==> src/rtl/mem_arbiter.sv <==
// ---------------------------------------------------------------------------
// mem_arbiter
//
// Shares one memory (one combinational read port, one synchronous write port)
// between the instruction-fetch requester (reads only) and the data requester
// (loads and stores). Requests go through a two-stage registered pipeline:
// the accepted request is captured into the issue register, the issue
// register drives the memory ports in the next cycle, and the result appears
// one cycle later on the matching response port. Handshake-to-response
// latency is two cycles, at one acceptance per cycle.
//
// Arbitration favours the data side. A starvation counter counts the
// consecutive cycles in which fetch was requesting but not granted. When it
// reaches STARVE_LIMIT, fetch wins the next tie.
//
// A DRAIN state stops new acceptances so the pipeline can empty before a
// flush. drained reports that no access is left in flight.
//
// Ports
//   clk, reset                 clock (rising edge), async active-low reset
//   if_req_*                   fetch request (valid/addr) and ready
//   if_resp_*                  fetch response pulse and read data
//   d_req_*                    data request (valid/we/addr/wdata) and ready
//   d_resp_*                   load data or store ack pulse, with data
//   mem_read_* / mem_write_*   memory read and write ports
//   drain_req, drained         quiesce request and pipeline-empty status
//   err_oob                    pulse: the access now issuing is out of range
// ---------------------------------------------------------------------------
module mem_arbiter #(
   parameter int DATA_WIDTH   = 32,
   parameter int ADDR_WIDTH   = 32,
   parameter int MEM_SIZE     = 1024,
   parameter int STARVE_LIMIT = 4
) (
   input  logic                  clk,
   input  logic                  reset,
   // fetch requester
   input  logic                  if_req_valid,
   input  logic [ADDR_WIDTH-1:0] if_req_addr,
   output logic                  if_req_ready,
   output logic                  if_resp_valid,
   output logic [DATA_WIDTH-1:0] if_resp_data,
   // data requester
   input  logic                  d_req_valid,
   input  logic                  d_req_we,
   input  logic [ADDR_WIDTH-1:0] d_req_addr,
   input  logic [DATA_WIDTH-1:0] d_req_wdata,
   output logic                  d_req_ready,
   output logic                  d_resp_valid,
   output logic [DATA_WIDTH-1:0] d_resp_data,
   // memory ports
   output logic                  mem_read_enable,
   output logic [ADDR_WIDTH-1:0] mem_read_addr,
   input  logic [DATA_WIDTH-1:0] mem_read_data,
   output logic                  mem_write_enable,
   output logic [ADDR_WIDTH-1:0] mem_write_addr,
   output logic [DATA_WIDTH-1:0] mem_write_data,
   // control / status
   input  logic                  drain_req,
   output logic                  drained,
   output logic                  err_oob
);

   // The counter width must be at least 1, even when STARVE_LIMIT is 0.
   localparam int CNT_W = (STARVE_LIMIT < 1) ? 1 : $clog2(STARVE_LIMIT + 1);
   localparam logic [CNT_W-1:0]      STARVE_MAX = CNT_W'(STARVE_LIMIT);
   localparam logic [ADDR_WIDTH-1:0] ADDR_LIMIT = ADDR_WIDTH'(MEM_SIZE);

   typedef enum logic {
      ST_RUN   = 1'b0,
      ST_DRAIN = 1'b1
   } state_t;

   state_t r_state;
   state_t w_state_nxt;

   logic w_accept_en;
   logic w_grant_if;
   logic w_grant_d;
   logic w_grant_any;

   logic [CNT_W-1:0] r_starve_cnt;

   // issue stage
   logic                  r_iss_valid;
   logic                  r_iss_is_d;   // requester ID: 1 = data, 0 = fetch
   logic                  r_iss_we;
   logic [ADDR_WIDTH-1:0] r_iss_addr;
   logic [DATA_WIDTH-1:0] r_iss_wdata;
   logic                  w_iss_in_range;
   logic [DATA_WIDTH-1:0] w_rsp_data;

   // response stage
   logic                  r_if_rsp_valid;
   logic [DATA_WIDTH-1:0] r_if_rsp_data;
   logic                  r_d_rsp_valid;
   logic [DATA_WIDTH-1:0] r_d_rsp_data;

   // ------------------------------------------------------------------
   // FSM: state register
   // ------------------------------------------------------------------
   // NOTE: sequential state is updated with <= so that every flop samples
   // the values from before the edge, whatever order the blocks run in.
   always_ff @(posedge clk or negedge reset) begin
      if (!reset) r_state <= ST_RUN;
      else        r_state <= w_state_nxt;
   end

   // FSM: next-state logic
   // NOTE: assign a default first so that no path leaves w_state_nxt
   // unassigned, which would otherwise infer a latch.
   always_comb begin
      w_state_nxt = r_state;
      unique case (r_state)
         ST_RUN:   if (drain_req)  w_state_nxt = ST_DRAIN;
         ST_DRAIN: if (!drain_req) w_state_nxt = ST_RUN;
         default:  w_state_nxt = ST_RUN;
      endcase
   end

   // FSM: outputs. Gating with reset keeps both readies at 0 while reset is
   // held, even when a requester is valid.
   always_comb begin
      w_accept_en = (r_state == ST_RUN) && reset;
      drained     = (r_state == ST_DRAIN) && !r_iss_valid &&
                    !r_if_rsp_valid && !r_d_rsp_valid;
   end

   // ------------------------------------------------------------------
   // Arbitration: data wins ties unless fetch has been starved for
   // STARVE_LIMIT consecutive cycles.
   // ------------------------------------------------------------------
   always_comb begin
      w_grant_d   = w_accept_en && d_req_valid &&
                    !(if_req_valid && (r_starve_cnt == STARVE_MAX));
      w_grant_if  = w_accept_en && if_req_valid && !w_grant_d;
      w_grant_any = w_grant_d || w_grant_if;
   end

   assign if_req_ready = w_grant_if;
   assign d_req_ready  = w_grant_d;

   always_ff @(posedge clk or negedge reset) begin
      if (!reset) begin
         r_starve_cnt <= '0;
      end else if (!if_req_valid || w_grant_if) begin
         r_starve_cnt <= '0;
      end else if (r_starve_cnt != STARVE_MAX) begin
         r_starve_cnt <= r_starve_cnt + 1'b1;
      end
   end

   // ------------------------------------------------------------------
   // Issue register: captures the winning request at the handshake edge.
   // The address and write data only change on a new acceptance, so the
   // memory address/data outputs hold their last value while idle.
   // ------------------------------------------------------------------
   always_ff @(posedge clk or negedge reset) begin
      if (!reset) begin
         r_iss_valid <= 1'b0;
         r_iss_is_d  <= 1'b0;
         r_iss_we    <= 1'b0;
         r_iss_addr  <= '0;
         r_iss_wdata <= '0;
      end else begin
         r_iss_valid <= w_grant_any;
         if (w_grant_any) begin
            r_iss_is_d <= w_grant_d;
            r_iss_we   <= w_grant_d && d_req_we;
            r_iss_addr <= w_grant_d ? d_req_addr : if_req_addr;
         end
         if (w_grant_d && d_req_we) r_iss_wdata <= d_req_wdata;
      end
   end

   // Memory ports are driven straight from the issue register. An
   // out-of-range access drives no enable and returns zero data.
   always_comb begin
      w_iss_in_range   = (r_iss_addr < ADDR_LIMIT);
      mem_read_enable  = r_iss_valid && !r_iss_we && w_iss_in_range;
      mem_write_enable = r_iss_valid &&  r_iss_we && w_iss_in_range;
      err_oob          = r_iss_valid && !w_iss_in_range;
      w_rsp_data       = mem_read_enable ? mem_read_data : '0;
   end

   assign mem_read_addr  = r_iss_addr;
   assign mem_write_addr = r_iss_addr;
   assign mem_write_data = r_iss_wdata;

   // ------------------------------------------------------------------
   // Response registers: routed by the recorded requester ID. Stores
   // return an acknowledge with zero data.
   // ------------------------------------------------------------------
   always_ff @(posedge clk or negedge reset) begin
      if (!reset) begin
         r_if_rsp_valid <= 1'b0;
         r_if_rsp_data  <= '0;
         r_d_rsp_valid  <= 1'b0;
         r_d_rsp_data   <= '0;
      end else begin
         r_if_rsp_valid <= r_iss_valid && !r_iss_is_d;
         r_d_rsp_valid  <= r_iss_valid &&  r_iss_is_d;
         if (r_iss_valid && !r_iss_is_d) r_if_rsp_data <= w_rsp_data;
         if (r_iss_valid &&  r_iss_is_d) r_d_rsp_data  <= w_rsp_data;
      end
   end

   assign if_resp_valid = r_if_rsp_valid;
   assign if_resp_data  = r_if_rsp_data;
   assign d_resp_valid  = r_d_rsp_valid;
   assign d_resp_data   = r_d_rsp_data;

endmodule
==> config.mk <==
export PLATFORM = sky130hd
export DESIGN_NAME = mem_arbiter
export DESIGN_NICKNAME = d
export VERILOG_FILES = /design/src/rtl/mem_arbiter.sv
export SDC_FILE = /design/constraint.sdc
export NUM_CORES = 1
export LEC_CHECK = 0
export BUFFER_PORTS_ARGS = -buffer_cell sky130_fd_sc_hd__buf_2
export CORE_ASPECT_RATIO = 0.5
export CORE_MARGIN = 2
export CORE_UTILIZATION = 30
export DETAILED_ROUTE_END_ITERATION = 10
export PLACE_DENSITY = 0.54
export SETUP_SLACK_MARGIN = 0.4
export SYNTH_ARGS = -nofsm -noshare
export SYNTH_HDL_FRONTEND = slang
export SYNTH_SLANG_ARGS = --single-unit
export TNS_END_PERCENT = 10
==> constraint.sdc <==
create_clock -name clk -period 2.16 [get_ports clk]
set_input_delay 0.216 -clock clk [delete_from_list [all_inputs] [get_ports clk]]
set_output_delay 0.216 -clock clk [all_outputs]
set_load 0.005 [all_outputs]
==> run metrics, run 1 <==
status=finished clean; full die area=22670 um2; hold-critical path depth=2; commonest cells in the netlist=dfrtp_1 (137), nand2_1 (67), buf_4 (35), nor2b_1 (34), nand4_1 (33); Clock Path Buffers=2; max cap viols=0; number of global-route vias before repair=5674; Power Total=7.788 mW; Area after DPL=8001 um2; hpwl dp=14870 um; Worst Path Required=1.94 ns; CTS Root Buffer Type=clkbuf_16; Register-to-Register Path Depth=7; CP max FO=4; slowest stage cell, crit path=dfrtp_1; Period minus WS final=2.121 ns; Total GRT Usage=18.74%; relative slew slack=43.02%; Pleak=4.550 nW; fillcell total=1966; FP Rows=37; cts bufs inserted=17; Routed Antenna Nets=0; Critical Path Source=mem_read_addr[24]; Setup crit end kind=primary output; flop2flop setup slack=0.20 ns; WL/cell=19.12 um; clock latency on the worst-skew pair=0.42 ns; crit path DAT=1.91 ns; fin util=46.14%; sw frac=27.63%; type of the tightest min-delay check=in -> reg; unrepaired setup endpoints after global routing=true; RR Startpoint=mem_read_addr[24]; Gate Count Post-Synth=585; DRC=0; max-slew violations=0; cell accounting for the most synthesized area=dfrtp_1; share of cells above drive strength 1=55.97%; Syn Nets=721; Primary FF master, synth=dfrtp_1; Synth async-reset ratio=100.0%; CP bufs+invs=2; clk_skew=0.01062 ns; Inst Count DP=1095; Yosys reg bits=137; initial antenna violation count=4; Die H=107.5 um; Sink Count=137; combinational power share=18.5%; sequential share of the synthesized area=53.38%; Reg clk slew, reported paths=0.07 ns; CTS tree=built; Ys Warns=0; DR iter-0 viols=445; Yosys cell types=37; CP max stage delay=0.40 ns; Routed Wire Length=22100 um; PwrDens=812.1 nW/um2; Mapped Area=6422 um2; Top Ports=302; Port-buffer cells=301; H-tree Lvls=4; Setup CP Type=reg -> out; syn avg cell area=10.98 um2; Chip Width=210.9 um; Layout Nets=1002; Worst setup SP type=flip-flop; peak supply drop=0.0004619 V; CP cell instances=nor4_2 -> nand4_1 -> buf_12 -> nor3b_2 -> buf_2; Synth area leaders=dfrtp_1 (53%), mux2_2 (5.6%), a221o_1 (5.0%), buf_4 (4.1%), nand2_1 (3.9%); area share of the largest cell type after synthesis=53.38%; Worst Min Path Start=if_req_addr[18]; total grt overflow=0; Hold Vio Cnt, Final=0; Vias=5713; drt first pass iters=5; first-pass GRT wire length=32520 um; Core Area=20790 um2; EDFF count, synth=0; RePlAce Congestion=0.8392; fin cells=1156; final period utilization=98.20%; switching power total=2.152 mW; Worst Hold End=mem_read_addr[18]; Seq pwr share=39.4%; vias per std cell=4.942; worst flop-to-flop path endpoint=d_resp_data[2]; area grow syn2layout=49.33%; hold_ws=0.02511 ns; Worst-Margin Slew=0.8519 ns; P_int=5.636 mW; Clk pwr share=42.1%; most numerous cell in the Yosys netlist=dfrtp_1; f_max=0.4714 GHz; Starting Density=30.90%; # setup viols final=0; largest net degree at the start of global routing=121; delay-heaviest family, CP=simple AND/OR/NAND/NOR gates; Layout Cell Area excl Fill=9590 um2
==> power groups by stage <==
stage               Clock [mW]  Combinational [mW]  Sequential, mW
floorplan                    0               0.734            3.08
global placement             0                1.31            3.09
detailed placement           0                1.32            3.10
CTS                       3.36                1.38            3.07
global route              3.48                1.57            3.10
finish                    3.28                1.44            3.07
==> worst register-to-register path, stage by stage, from the launching register on <==
cell	delay, ns
dfrtp_1	0.40
nor4_2	0.34
nand4_1	0.22
buf_12	0.19
buf_4	0.15
buf_12	0.16
buf_16	0.18
o31ai_4	0.22
==> final cells by class <==
| cell class | count | area (um2) | area share, % |
|---|---|---|---|
| Inverter | 5 | 18.77 | 0.1957 |
| Sequential cell | 137 | 3431 | 35.77 |
| Timing Repair Buffer | 348 | 2116 | 22.06 |
| Tap cell | 273 | 341.6 | 3.562 |
| Antenna cell | 4 | 10.01 | 0.1044 |
| Multi-Input combinational cell | 357 | 3014 | 31.43 |
| Clock inverter | 14 | 220.2 | 2.296 |
| Clock buffer | 18 | 439.2 | 4.579 |
==> per-layer routing <==
| metal | global-route usage [%] | vias up | wire (um) |
|---|---|---|---|
| li1 | - | 2671 | - |
| met1 | 24.38 | 2839 | 9450 |
| met2 | 31.40 | 168 | 11130 |
| met3 | 3.530 | 35 | 1028 |
| met4 | 6.640 | 0 | 488 |
| met5 | 0 | - | 0 |
==> sequential cells by signal (all words and copies together), names as in the netlist <==
register and count:
mem_read_addr 32, r_iss_valid 1, if_resp_data 32, r_starve_cnt 3, if_resp_valid 1, mem_write_data 32
r_iss_is_d 1, d_resp_valid 1, d_resp_data 32, r_state 1, r_iss_we 1
==> worst max path at each step <==
stage,endpoint,slack [ns],depth (start not counted)
2_1_floorplan,mem_read_addr[24],0.50,7
3_3_place_gp,mem_read_enable,0.25,5
3_5_place_dp,mem_read_enable,0.31,5
4_1_cts,mem_read_enable,0.06,5
5_1_grt,mem_read_enable,-0.02,5
6_report,mem_read_enable,0.04,5
==> per-stage QoR <==
stage	worst slack [ns]	TNS (ns)
final	0.03886	0
after global routing	-0.01735	-0.01735
after detailed placement	0.3051	0
after floorplan	0.4991	0
after global placement	0.2494	0
after CTS	0.06385	0
==> repair_timing <==
item,in CTS,in global routing
buffers inserted,17,1
endpoints found under the hold margin,19,0
pin swaps,6,67
gates cloned,2,2
hold buffers,3,0
gates resized for setup,13,111
endpoints found under the setup margin,49,103
==> cell families after synthesis <==
| kind of cell | synth area share, % |
|---|---|
| AOI/OAI and AO/OA | 16.93 |
| DFF | 53.38 |
| buffers and inverters | 8.104 |
| and+or+nand+nor | 15.59 |
| adders and majority gates | 0.3896 |
| muxes | 5.611 |
==> layout by cell type (no fill, tap or decap), drive strengths merged, types with 2 or more instances in the layout <==
cell type    instances
dlygate4sd3          3
a221o               32
nand4               34
nor3                 2
nand3               33
a21boi              32
clkinv               4
clkinvlp             4
dfrtp              137
buf                342
mux2                32
o2111ai              2
diode                4
nor4                 5
o21ai               34
clkbuf              21
nand2               68
ha                   2
nor2                 2
o31ai               34
nor2b               34
inv                  6
bufinv               5
nand2b               2
Note: power is estimated with default switching activity, not from simulation.
==> inputs of run 2 (changes only) <==
--- a/config.mk
+++ b/config.mk
@@ -5,9 +5,10 @@
 export SDC_FILE = /design/constraint.sdc
 export NUM_CORES = 1
 export LEC_CHECK = 0
+export ABC_CLOCK_PERIOD_IN_PS = 2160
 export BUFFER_PORTS_ARGS = -buffer_cell sky130_fd_sc_hd__buf_2
 export CORE_ASPECT_RATIO = 0.5
-export CORE_MARGIN = 2
+export CORE_MARGIN = 4
 export CORE_UTILIZATION = 30
 export DETAILED_ROUTE_END_ITERATION = 10
 export PLACE_DENSITY = 0.54
==> run 2 against run 1 <==
  * Sequential cell count stayed put
  * Combinational power rose by 17%
  * Final cell count increased by 6.2%
  * Register-to-register slack improved by 0.19 ns
  * Worst hold slack hardly changed
  * Sequential share of layout area shrank 2.2 points
  * Maximum frequency shrank 0.13%
  * Worst setup slack got worse by 0.0028 ns
  * Non-clock buffer count up 77
  * Largest cell class unchanged
==> run metrics, run 2 (same netlist as run 1, synthesis figures left out) <==
status=finished clean; largest net degree at the start of global routing=139 (+15%); fillcell total=1906 (-3.1%); Worst setup SP type=flip-flop; commonest non-fill, non-tap cells in the layout=buf_2 (298), dfrtp_1 (135), nand2_1 (67), dlygate4sd3_1 (67), buf_4 (39); hold_ws=0.02516 ns (+0.00005040 ns); clk_skew=0.006689 ns (-0.003930 ns); relative slew slack=55.06% (+12 points); CP max FO=3 (-1); met2 GRT Util=30.59% (-0.81 points); peak supply drop=0.0005288 V (+14%); share of cells above drive strength 1=49.32% (-6.7 points); fin cells=1228 (+6.2%); CP bufs+invs=2 (unchanged); Setup WS pre-CTS=0.1665 ns (-0.1386 ns); Area after DPL=7989 um2 (-0.16%); Chip Width=214.9 um (+1.9%); unrepaired setup endpoints after global routing=true; grt met3 use=4.500% (+0.97 points); Clock Path Buffers=2 (unchanged); Reg clk slew, reported paths=0.06 ns (about the same); number of global-route vias before repair=6095 (+7.4%); CP cell instances=nor4_4 -> nand2_2 -> buf_6 -> nor3b_4 -> buf_2; Period minus WS final=2.124 ns (+0.002818 ns); met1 usage=22.79% (-1.6 points); Setup CP Type=reg -> out; clock latency on the worst-skew pair=0.43 ns (about the same); Die H=111.5 um (+3.7%); max cap viols=0 (unchanged); commonest non-fill, non-tap cell in the layout=buf_2; drt first pass iters=4 (-1); CTS tree=built; first-pass GRT wire length=34860 um (+7.2%); # setup viols final=0 (unchanged); CP max stage delay=0.41 ns (about the same); Inst Count DP=1095 (unchanged); type of the tightest min-delay check=in -> reg; Layout Cell Area excl Fill=10210 um2 (+6.4%); Diodes inserted=0 (-4); f_max=0.4708 GHz (-0.13%); PwrDens=776.6 nW/um2 (-4.4%); max-slew violations=0 (unchanged); delay-heaviest family, CP=simple AND/OR/NAND/NOR gates; Setup crit end kind=primary output; Vias=6085 (+6.5%); RePlAce Congestion=0.8529 (+1.6%); CTS Root Buffer Type=clkbuf_16; slowest stage cell, crit path=dfrtp_1; WL/cell=19.05 um (-0.35%); H-tree Lvls=4 (unchanged); vias per std cell=4.955 (+0.27%); cts bufs inserted=17 (unchanged); grt peak-use layer=met2; Multi-input gate area=2950 um2 (-2.1%); final worst slack=0.03604 ns (-0.002818 ns); Routed Wire Length=23390 um (+5.9%); area grow syn2layout=58.91%; Top Ports=302 (unchanged); Hold Vio Cnt, Final=0 (unchanged); Routed Antenna Nets=0 (unchanged); Worst-Margin Slew=0.6741 ns (-0.1778 ns); final period utilization=98.33% (+0.13 points); initial antenna violation count=3 (-1); Reg area=3431 um2 (unchanged); setup_tns=0 ns (unchanged); Worst Path Required=1.94 ns (about the same); FP Rows=37 (unchanged); Starting Density=30.90% (unchanged); full die area=23960 um2 (+5.7%); Pleak=4.961 nW (+9.0%); Total GRT Usage=18.33% (-0.41 points); DRC=0 (unchanged); total grt overflow=0 (unchanged); hpwl dp=15280 um (+2.7%); DR iter-0 viols=342 (-23%); flop2flop setup slack=0.39 ns (+0.19 ns); Layout Nets=1079 (+7.7%); crit path DAT=1.91 ns (about the same); Sink Count=137 (unchanged); Core Area=20790 um2 (unchanged); Port-buffer cells=301 (unchanged)
==> run 2: stage by stage <==
stage	util, %	power, mW
2_1_floorplan	-	3.810
3_3_place_gp	38.43	4.421
3_5_place_dp	38.43	4.433
4_1_cts	45.61	7.815
5_1_grt	49.10	8.290
6_report	49.10	7.926
==> run 2: routing by layer <==
layer	vias to the layer above	routed length, um	part of all wire (%)
met5	-	40	0.17
met4	6	705	3.0
met3	62	961	4.1
met2	178	11740	50
met1	3022	9942	42
li1	2817	-	-
==> run 2: cell type report <==
type | count | share of cell area [%]
Tap cell | 273 | 3.347
Inverter | 5 | 0.1839
Multi-Input combinational cell | 357 | 28.91
Clock inverter | 7 | 1.349
Timing Repair Buffer | 425 | 27.68
Clock buffer | 24 | 4.916
Sequential cell | 137 | 33.62
==> run 2: what timing repair did <==
item,4_1_cts,5_1_grt
cloned,1,2
setup endpoints to repair,48,90
setup buffers,12,20
gates resized for setup,16,102
hold buffers,67,0
endpoints found under the hold margin,189,0
pin swaps,8,9
==> run 2: worst paths after layout <==
kind / startpoint / to / cells after the start
max: mem_read_addr[14] / mem_read_enable / 5
min: d_req_addr[19] / mem_read_addr[19] / 2
max reg2reg: mem_read_addr[22] / d_resp_data[26] / 6
min reg2reg: if_resp_data[30] / if_resp_data[30] / 2
max in group asynchronous: reset / mem_read_addr[11] / 3
min in group asynchronous: reset / d_resp_data[10] / 3
==> run 2: power by group <==
group | internal, mW | leakage [nW] | switching, mW | total [mW]
logic | 0.904 | 2.86 | 0.774 | 1.68
registers | 2.84 | 1.79 | 0.236 | 3.07
clock network | 2.08 | 0.312 | 1.10 | 3.17
total | 5.82 | 4.96 | 2.11 | 7.93
==> run 2: worst register-to-register path, stage by stage (launching register included) <==
cell	delay (ns)
dfrtp_1	0.38
nor4_2	0.31
nand4_1	0.19
buf_6	0.19
buf_4	0.18
buf_16	0.20
o31ai_2	0.24
